## src/rtl/nco_pkg.sv

```systemverilog
// Shared widths, timing constants and state encoding for the NCO frequency sweep controller.
// Pure declarations: no latency, no flow control.
package nco_pkg;

    localparam int WORD_W     = 13;
    localparam int DWELL_W    = 16;
    localparam int SETTLE_CYC = 4;
    localparam int ACC_W      = DWELL_W + 1;

    typedef enum logic [2:0] {
        IDLE,
        PROG,
        SETTLE,
        DWELL,
        EVAL,
        STEP,
        DONE
    } state_t;

endpackage

```

## src/rtl/sign_corr_acc.sv

```systemverilog
// Signed I/Q sign-agreement integrators with |I|+|Q| output; one cycle per sample, mag is combinational.
// No backpressure: en samples every cycle it is high, clear has priority over en.
module sign_corr_acc
    import nco_pkg::*;
(
    input  logic             clk,
    input  logic             rst,
    input  logic             clear,
    input  logic             en,
    input  logic             i_code,
    input  logic             q_code,
    input  logic             rx_bit,
    output logic [ACC_W-1:0] mag
);

    localparam logic signed [ACC_W-1:0] PLUS_ONE  = {{(ACC_W-1){1'b0}}, 1'b1};
    localparam logic signed [ACC_W-1:0] MINUS_ONE = {ACC_W{1'b1}};

    logic signed [ACC_W-1:0] acc_i;
    logic signed [ACC_W-1:0] acc_q;
    logic        [ACC_W-1:0] abs_i;
    logic        [ACC_W-1:0] abs_q;
    logic        [ACC_W:0]   sum;

    always_ff @(posedge clk) begin
        if (rst || clear) begin
            acc_i <= '0;
            acc_q <= '0;
        end else if (en) begin
            acc_i <= acc_i + ((rx_bit == i_code) ? PLUS_ONE : MINUS_ONE);
            acc_q <= acc_q + ((rx_bit == q_code) ? PLUS_ONE : MINUS_ONE);
        end
    end

    always_comb begin
        abs_i = acc_i[ACC_W-1] ? ACC_W'(-acc_i) : ACC_W'(acc_i);
        abs_q = acc_q[ACC_W-1] ? ACC_W'(-acc_q) : ACC_W'(acc_q);
        sum   = {1'b0, abs_i} + {1'b0, abs_q};
        mag   = sum[ACC_W] ? {ACC_W{1'b1}} : sum[ACC_W-1:0];
    end

endmodule

```

## src/rtl/nco_sweep_ctrl.sv

```systemverilog
// Steps the NCO word from f_start to f_stop, correlating each point; dwell+7 cycles per point.
// No backpressure: start is ignored while busy, abort returns to IDLE at once.
module nco_sweep_ctrl
    import nco_pkg::*;
(
    input  logic              clk,
    input  logic              rst,
    input  logic              start,
    input  logic              abort,
    input  logic [WORD_W-1:0] f_start,
    input  logic [WORD_W-1:0] f_stop,
    input  logic [WORD_W-1:0] f_step,
    input  logic [DWELL_W-1:0] dwell_len,
    input  logic              i_code,
    input  logic              q_code,
    input  logic              rx_bit,
    output logic [WORD_W-1:0] nco_word,
    output logic              nco_rst,
    output logic              busy,
    output logic              pt_valid,
    output logic [WORD_W-1:0] pt_word,
    output logic [ACC_W-1:0]  pt_mag,
    output logic [WORD_W-1:0] best_word,
    output logic [ACC_W-1:0]  best_mag,
    output logic              done
);

    localparam logic [DWELL_W-1:0] SETTLE_LAST = DWELL_W'(SETTLE_CYC - 1);

    state_t               state;
    state_t               state_nxt;
    logic [WORD_W-1:0]    f_stop_l;
    logic [WORD_W-1:0]    f_step_l;
    logic [DWELL_W-1:0]   dwell_l;
    logic [DWELL_W-1:0]   cnt;
    logic [DWELL_W-1:0]   dwell_last;
    logic [WORD_W:0]      nxt;
    logic                 last_pt;
    logic                 accept;
    logic [ACC_W-1:0]     mag;

    sign_corr_acc u_acc (
        .clk    (clk),
        .rst    (rst),
        .clear  (state == PROG),
        .en     (state == DWELL),
        .i_code (i_code),
        .q_code (q_code),
        .rx_bit (rx_bit),
        .mag    (mag)
    );

    // A zero dwell length still integrates one sample.
    assign dwell_last = (dwell_l == '0) ? '0 : dwell_l - DWELL_W'(1);
    // Carry bit catches steps that would wrap past the top of the word range.
    assign nxt        = {1'b0, nco_word} + {1'b0, f_step_l};
    assign last_pt    = (f_step_l == '0) || nxt[WORD_W] || (nxt[WORD_W-1:0] > f_stop_l);
    assign accept     = (state == IDLE) && start && !abort;

    always_comb begin
        state_nxt = state;
        case (state)
            IDLE:    if (start) state_nxt = PROG;
            PROG:    state_nxt = SETTLE;
            SETTLE:  if (cnt == SETTLE_LAST) state_nxt = DWELL;
            DWELL:   if (cnt == dwell_last) state_nxt = EVAL;
            EVAL:    state_nxt = STEP;
            STEP:    state_nxt = last_pt ? DONE : PROG;
            DONE:    state_nxt = IDLE;
            default: state_nxt = IDLE;
        endcase
        if (abort) state_nxt = IDLE;
    end

    assign nco_rst = (state == IDLE) || (state == PROG) || (state == DONE);
    assign done    = (state == DONE) && !abort;

    always_ff @(posedge clk) begin
        if (rst) begin
            state     <= IDLE;
            cnt       <= '0;
            f_stop_l  <= '0;
            f_step_l  <= '0;
            dwell_l   <= '0;
            nco_word  <= '0;
            busy      <= 1'b0;
            pt_valid  <= 1'b0;
            pt_word   <= '0;
            pt_mag    <= '0;
            best_word <= '0;
            best_mag  <= '0;
        end else begin
            state    <= state_nxt;
            cnt      <= (state_nxt != state) ? '0 : cnt + DWELL_W'(1);
            pt_valid <= 1'b0;
            if (accept) begin
                f_stop_l  <= f_stop;
                f_step_l  <= f_step;
                dwell_l   <= dwell_len;
                nco_word  <= f_start;
                best_word <= f_start;
                best_mag  <= '0;
                busy      <= 1'b1;
            end
            // pt_valid trails EVAL by one cycle so it lines up with registered pt_word/pt_mag.
            if (!abort && state == EVAL) begin
                pt_valid <= 1'b1;
                pt_word  <= nco_word;
                pt_mag   <= mag;
                if (mag > best_mag) begin
                    best_mag  <= mag;
                    best_word <= nco_word;
                end
            end
            if (!abort && state == STEP && !last_pt) nco_word <= nxt[WORD_W-1:0];
            if (abort || state == DONE) busy <= 1'b0;
        end
    end

endmodule

```

## config.mk

```make
export PLATFORM = sky130hd
export DESIGN_NAME = nco_sweep_ctrl
export DESIGN_NICKNAME = d
export VERILOG_FILES = /design/src/rtl/nco_pkg.sv /design/src/rtl/sign_corr_acc.sv /design/src/rtl/nco_sweep_ctrl.sv
export SDC_FILE = /design/constraint.sdc
export NUM_CORES = 1
export LEC_CHECK = 0
export ABC_CLOCK_PERIOD_IN_PS = 6800
export CAP_MARGIN = 25
export CORE_ASPECT_RATIO = 0.7
export CORE_UTILIZATION = 45
export CTS_BUF_LIST = sky130_fd_sc_hd__clkbuf_8
export DETAILED_ROUTE_END_ITERATION = 10
export PLACE_DENSITY_LB_ADDON = 0.2
export SYNTH_ARGS = -nofsm -noshare
export SYNTH_HDL_FRONTEND = slang
export SYNTH_HIERARCHICAL = 1
export SYNTH_SLANG_ARGS = --single-unit
```

## constraint.sdc

```tcl
create_clock -name clk -period 6.8 [get_ports clk]
set_input_delay 1.36 -clock clk [delete_from_list [all_inputs] [get_ports clk]]
set_output_delay 1.36 -clock clk [all_outputs]
set_load 0.005 [all_outputs]
```

Yosys cells after proc, flatten, opt, wreduce, memory -nomap -nowiden:

Index checks and enable logic that the tools add are counted.

* $add $sub $neg: 8
* reductions and logical operators: 20
* equal/unequal tests: 11
* order comparisons: 2
* muxes and demuxes: 21

Operator list (count)
* 2-to-1 mux 17 bit: 8
* 2-to-1 mux 13 bit: 5
* adder 17 bit: 2
* negation 17 bit: 2
* adder 17 x 17 -> 18 bit: 1
* one-hot mux 3 bit (6 select lines): 1
* > comparator 17 bit: 1
* adder 16 x 1 -> 16 bit, second input constant: 1
* == test 16 bit: 1
* == test 16 x 2 -> 1 bit, second input constant: 1
* zero test 16 bit: 1
* 2-to-1 mux 16 bit: 1
* subtractor 16 x 1 -> 16 bit, second input constant: 1
* 2-to-1 mux 3 bit: 5
* adder 13 x 13 -> 14 bit: 1
* > comparator 13 bit: 1
* zero test 13 bit: 1
* == test 3 bit, second input constant: 3
* == test 3 x 2 -> 1 bit, second input constant: 2
* logical AND 1 bit: 6
* logical OR 1 bit: 6
* OR reduction 2 bit: 2
* == test 3 x 1 -> 1 bit, second input constant: 1
* zero test 3 bit: 1
* other kinds (5): 7

* register bits after elaboration: 170

Depth between registers and ports, before layout:

* depth after elaboration: 8
* depth in mapped cells: 24
* depth with buffers taken out: 23

By module:

The synthesis kept the hierarchy.

Modules (own cells, without submodules)
* nco_sweep_ctrl: cells each 940, area an instance 7447.1 um^2, times used 1, seq. area each 2722.6 um^2
* sign_corr_acc: cells each 582, area an instance 4327.9 um^2, times used 1, seq. area each 680.7 um^2

Worst setup path after synthesis:

Ideal clock, no wire load.

* path kind: register to register
* start: reg u_acc.acc_q[2]
* end: reg best_mag[10]
* stages on the path, launching flop included: 24
* data arrival time: 5.342 ns
* setup slack: 1.316 ns
* data required time: 6.658 ns
* cell sequence: dfxtp_1 -> nor4_2 -> nand2b_1 -> or3b_4 -> or3_4 -> o31ai_4 -> xnor2_1 -> ha_1 -> a21o_1 -> a21o_1 -> a21oi_1 -> o211ai_1 -> nand2_1 -> buf_2 -> nand2_1 -> ha_1 -> a21o_1 -> a21o_1 -> a21oi_1 -> nor2_1 -> a211oi_1 -> a21oi_1 -> clkbuf_1 -> mux2i_1

* word-level cells in the longest chain between the ends: 7

Ends and longest elaborated chain
* from (decl): line sign_corr_acc.sv:20 `logic signed [ACC_W-1:0] acc_q;`
* from (signal assigned): line sign_corr_acc.sv:31 `acc_q <= acc_q + ((rx_bit == q_code) ? PLUS_ONE : MINUS_ONE);`
* negation 17 bit: line sign_corr_acc.sv:37 `abs_q = acc_q[ACC_W-1] ? ACC_W'(-acc_q) : ACC_W'(acc_q);`
* 2-to-1 mux 17 bit *: line sign_corr_acc.sv:37
* adder 17 x 17 -> 18 bit *: line sign_corr_acc.sv:38 `sum = {1'b0, abs_i} + {1'b0, abs_q};`
* 2-to-1 mux 17 bit *: line sign_corr_acc.sv:39 `mag = sum[ACC_W] ? {ACC_W{1'b1}} : sum[ACC_W-1:0];`
* net mag[10]: line nco_sweep_ctrl.sv:40 `logic [ACC_W-1:0] mag;`
* > comparator 17 bit: line nco_sweep_ctrl.sv:110 `if (mag > best_mag) begin`
* 2-to-1 mux 17 bit *: line nco_sweep_ctrl.sv:110
* 2-to-1 mux 17 bit *: line nco_sweep_ctrl.sv:106 `if (!abort && state == EVAL) begin`
* to (signal assigned): line nco_sweep_ctrl.sv:111 `best_mag <= mag;`
* to (decl): line nco_sweep_ctrl.sv:24 `output logic [ACC_W-1:0] best_mag,`

Mark *: on every way through the listed nets, which the timed path passes. The rest lies on a longest branch.
A chain may end at the register's enable or synchronous reset.

Worst setup path after layout:

* start: reg u_acc.acc_q[2]
* end: reg best_word[3]

* word-level cells in the longest chain between the ends: 7

Ends and longest elaborated chain
* negation 17 bit: line sign_corr_acc.sv:37
* 2-to-1 mux 17 bit *: line sign_corr_acc.sv:37
* adder 17 x 17 -> 18 bit *: line sign_corr_acc.sv:38
* 2-to-1 mux 17 bit *: line sign_corr_acc.sv:39
* net mag[1]: line nco_sweep_ctrl.sv:40
* > comparator 17 bit *: line nco_sweep_ctrl.sv:110
* 2-to-1 mux 13 bit *: line nco_sweep_ctrl.sv:110
* 2-to-1 mux 13 bit *: line nco_sweep_ctrl.sv:106
* to (signal assigned): line nco_sweep_ctrl.sv:101 `best_word <= f_start;`
* to (signal assigned): line nco_sweep_ctrl.sv:112 `best_word <= nco_word;`
* to (decl): line nco_sweep_ctrl.sv:23 `output logic [WORD_W-1:0] best_word,`

Marked as above.

==> results.sh <==
export IMPL_run_status="complete, no violations"
export IMPL_crit_path_top_delay_cell="or3b_4"
export IMPL_synthTopCellsByCount="nand2_1 (294), dfxtp_1 (170), a21oi_1 (150), ha_1 (95), nor2_1 (75)"
export IMPL_hpwl_um=25700
export IMPL_slew_headroom_pct=30.5
export IMPL_num_antenna_cells=0
export IMPL_fp_dieArea_sq_um=26800
export IMPL_syn2layout_area_growth_pct=17.0
export IMPL_cts_buffers=17
export IMPL_cp_arrival_ns=6.20
export IMPL_finalNonFillerCells=1957
export IMPL_power_mw=2.14
export IMPL_synth_enable_flop_cells=0
export IMPL_synth_top_cell_area_share_pct=28.9
export IMPL_drt_pass1_iter_count=5
export IMPL_setup_worst_path_start_class="flop"
export IMPL_die_height_um=137
export IMPL_place_port_buffers=138
export IMPL_floorplan_initialDensity_pct=45.8
export IMPL_mappedNetlistNets=1683
export IMPL_clock_tree_htree_level_count=4
export IMPL_die_x_um=195
export IMPL_final_max_slew_violation_count=0
export IMPL_drtAntennaViolNets=0
export IMPL_yosys_most_used_dff="dfxtp_1"
export IMPL_max_stage_delay_ns=0.43
export IMPL_cp_num_buf_inv=1
export IMPL_core_area_sq_um=25700
export IMPL_synth_area_top_cells="dfxtp_1 (29%), ha_1 (10%), nand2_1 (9.4%)"
export IMPL_cts_root_buf="clkbuf_8"
export IMPL_hold_path_class="flop to flop"
export IMPL_drt_vias_per_instance=5.84
export IMPL_hold_violations=0
export IMPL_static_leakage_power_nw=5.27
export IMPL_crit_top_cell="a21o_1"
export IMPL_layout_worst_path_cycle_share_pct=86.3
export IMPL_filler_cell_count=2437
export IMPL_timing_final_setup_violations=0
export IMPL_fmax_mhz=170
export IMPL_asyncSetResetFlopFracSynth_pct=0
export IMPL_post_cts_setup_buffers=0
export IMPL_clk_insertion_delay_late_ns=0.48
export IMPL_synth_sequential_area_ratio_pct=28.9
export IMPL_top_level_ports=139
export IMPL_drt_initial_drc_count=970
export IMPL_cts_tree="built"
export IMPL_critPathMaxFanout=14
export IMPL_cts_hold_buffers_added=0
export IMPL_worst_setup_path_end_kind="flop"
export IMPL_drive_gt1_share_pct=4.49
export IMPL_cts_repair_resize_count=0
export IMPL_maxCapViolations=0
export IMPL_cpLargestDelayFamily="compound AO/OA/AOI/OAI gates"
export IMPL_ys_ff_latch=170
export IMPL_placed_cells=1926
export IMPL_clock_skew_final_ns=0.0145
export IMPL_rsz_0062_raised_after_global_routing="false"
export IMPL_place_congestion=0.935
export IMPL_syn_area_per_cell_sq_um=7.74
export IMPL_post_synth_num_cell_types=73
export IMPL_wl_um=34200
export IMPL_cp_required_ns=7.13
export IMPL_yosys_top_cell_by_area="dfxtp_1"
export IMPL_sum_of_overflow_across_all_layers_after_global_routing=0
export IMPL_clkTransAtPathRegs_ns=0.09
export IMPL_layout_min_cycle_time_ns=5.87
export IMPL_grt_max_degree=73
export IMPL_global_route_wire_length_before_repair_um=54100
export IMPL_grt_pass1_vias=10100
export IMPL_nets=1775
export IMPL_number_of_antenna_violations_at_the_first_check_in_global_routing=0
export IMPL_netlist_area_sq_um=11800
export IMPL_drc=0
export IMPL_fin_tns_setup_ns=0
export IMPL_clock_tree_buffer_depth=2
export IMPL_p_per_area_nw_per_um2=155
export IMPL_number_of_vias_in_the_routed_layout=11400
export IMPL_worstMarginPinSlew_ns=1.03
export IMPL_crit_type="flop to flop"
export IMPL_floorplan_rows=49
export IMPL_grtUsageTotal_pct=25.2
export IMPL_post_drt_wl_per_cell_um=17.5
export IMPL_synth_most_common_cell="nand2_1"
export IMPL_vdd_ir_drop_worst_mv=0.120
export IMPL_ys_warn_count=6
export IMPL_clock_sinks=170
export IMPL_worstPathCellList="nor4_2 > nand2b_1 > or3b_4 > or3_4 > o31ai_4 > xnor2_1 > ha_1 > a21o_1 > a21o_1 > a21oi_1 > o211ai_1 > nand2_1 > nand2b_1 > ha_1 > nor2b_1 > o21a_1 > o21a_1 > o21ai_0 > a21oi_1 > o31ai_2 > buf_4 > a21o_1 > a311oi_1"
export IMPL_instance_count_of_the_mapped_netlist=1522
flip-flops by register name (all words and copies together), names as in the netlist, 3 cells and up:
| register | count |
|---|---|
| best_mag | 17 |
| best_word | 13 |
| cnt | 16 |
| dwell_l | 16 |
| f_step_l | 13 |
| f_stop_l | 13 |
| nco_word | 13 |
| pt_mag | 17 |
| pt_word | 13 |
| state | 3 |
| u_acc/acc_i | 17 |
| u_acc/acc_q | 17 |
per-stage QoR:
step,hold WS [ns],worst slack [ns],cell area [sq um],utilization (%)
2_1_floorplan,0.436,1.32,11800,-
3_3_place_gp,0.442,1.07,13400,52.0
3_5_place_dp,0.447,0.980,13400,52.2
4_1_cts,0.459,0.951,13800,53.6
5_1_grt,0.479,0.540,13800,53.6
6_report,0.458,0.931,13800,53.6
worst register-to-register path, stage by stage (launching register included):
cell	delay, ns
dfxtp_1	0.39
nor4_2	0.32
nand2b_1	0.13
or3b_4	0.43
or3_4	0.40
o31ai_4	0.18
xnor2_1	0.16
ha_1	0.32
a21o_1	0.26
a21o_1	0.19
a21oi_1	0.14
o211ai_1	0.12
nand2_1	0.33
nand2b_1	0.16
ha_1	0.31
nor2b_1	0.13
o21a_1	0.16
o21a_1	0.15
o21ai_0	0.14
a21oi_1	0.11
o31ai_2	0.34
buf_4	0.27
a21o_1	0.43
a311oi_1	0.18
power by group:
group / total, mW / internal, mW / switching, mW
Clock: 0.702 / 0.305 / 0.398
Combinational: 0.389 / 0.171 / 0.218
Sequential: 1.04 / 1.02 / 0.0285
cells in the final DEF (no fill, tap or decap), types with 30 or more instances in the layout:
cell	n
nand2_1	294
dfxtp_1	170
a21oi_1	149
clkdlybuf4s50_1	137
ha_1	95
nor2_1	75
xnor2_1	61
inv_1	56
o21ai_0	48
a211oi_1	37
mux2i_1	32
nand3_1	31
nand2b_1	30
nor3_1	30
metal layers:
layer / share of wire [%] / global-route usage, % / routed length [um]
met1: 52 / 38.3 / 17700
met2: 41 / 36.3 / 13900
met3: 6.5 / 4.46 / 2230
met4: 1.1 / 5.99 / 391
met5: 0 / 0 / 0
final cells by class:
class	instances	area [sq um]	share of cell area, %
clock buffer	19	262	1.90
clock inverter	12	103	0.745
inverter	54	203	1.47
multi-input combinational	1217	7880	57.2
sequential	170	3400	24.7
tap	331	414	3.01
timing repair buffer	154	1520	11.0
cell families (layout without fill, tap and decap cells):
logic type	count (synthesis)	after routing	synth area share, %
AOI/OAI and AO/OA	399	399	21.8
xor gates and xnor gates	92	92	7.08
adders and majority gates	99	99	10.8
buffers and inverters	135	239	4.47
DFF	170	170	28.9
muxes	33	33	2.82
and+or+nand+nor	594	594	24.2
worst paths after layout:
check | from | end | slack, ns | cells after the start
max | u_acc/acc_q[2] | best_word[3] | 0.93 | 23
min | pt_mag[7] | pt_mag[7] | 0.46 | 2
max reg2reg | u_acc/acc_q[2] | best_word[3] | 0.93 | 23
min reg2reg | pt_mag[7] | pt_mag[7] | 0.46 | 2
No activity file was read; power rests on OpenSTA's default activity.
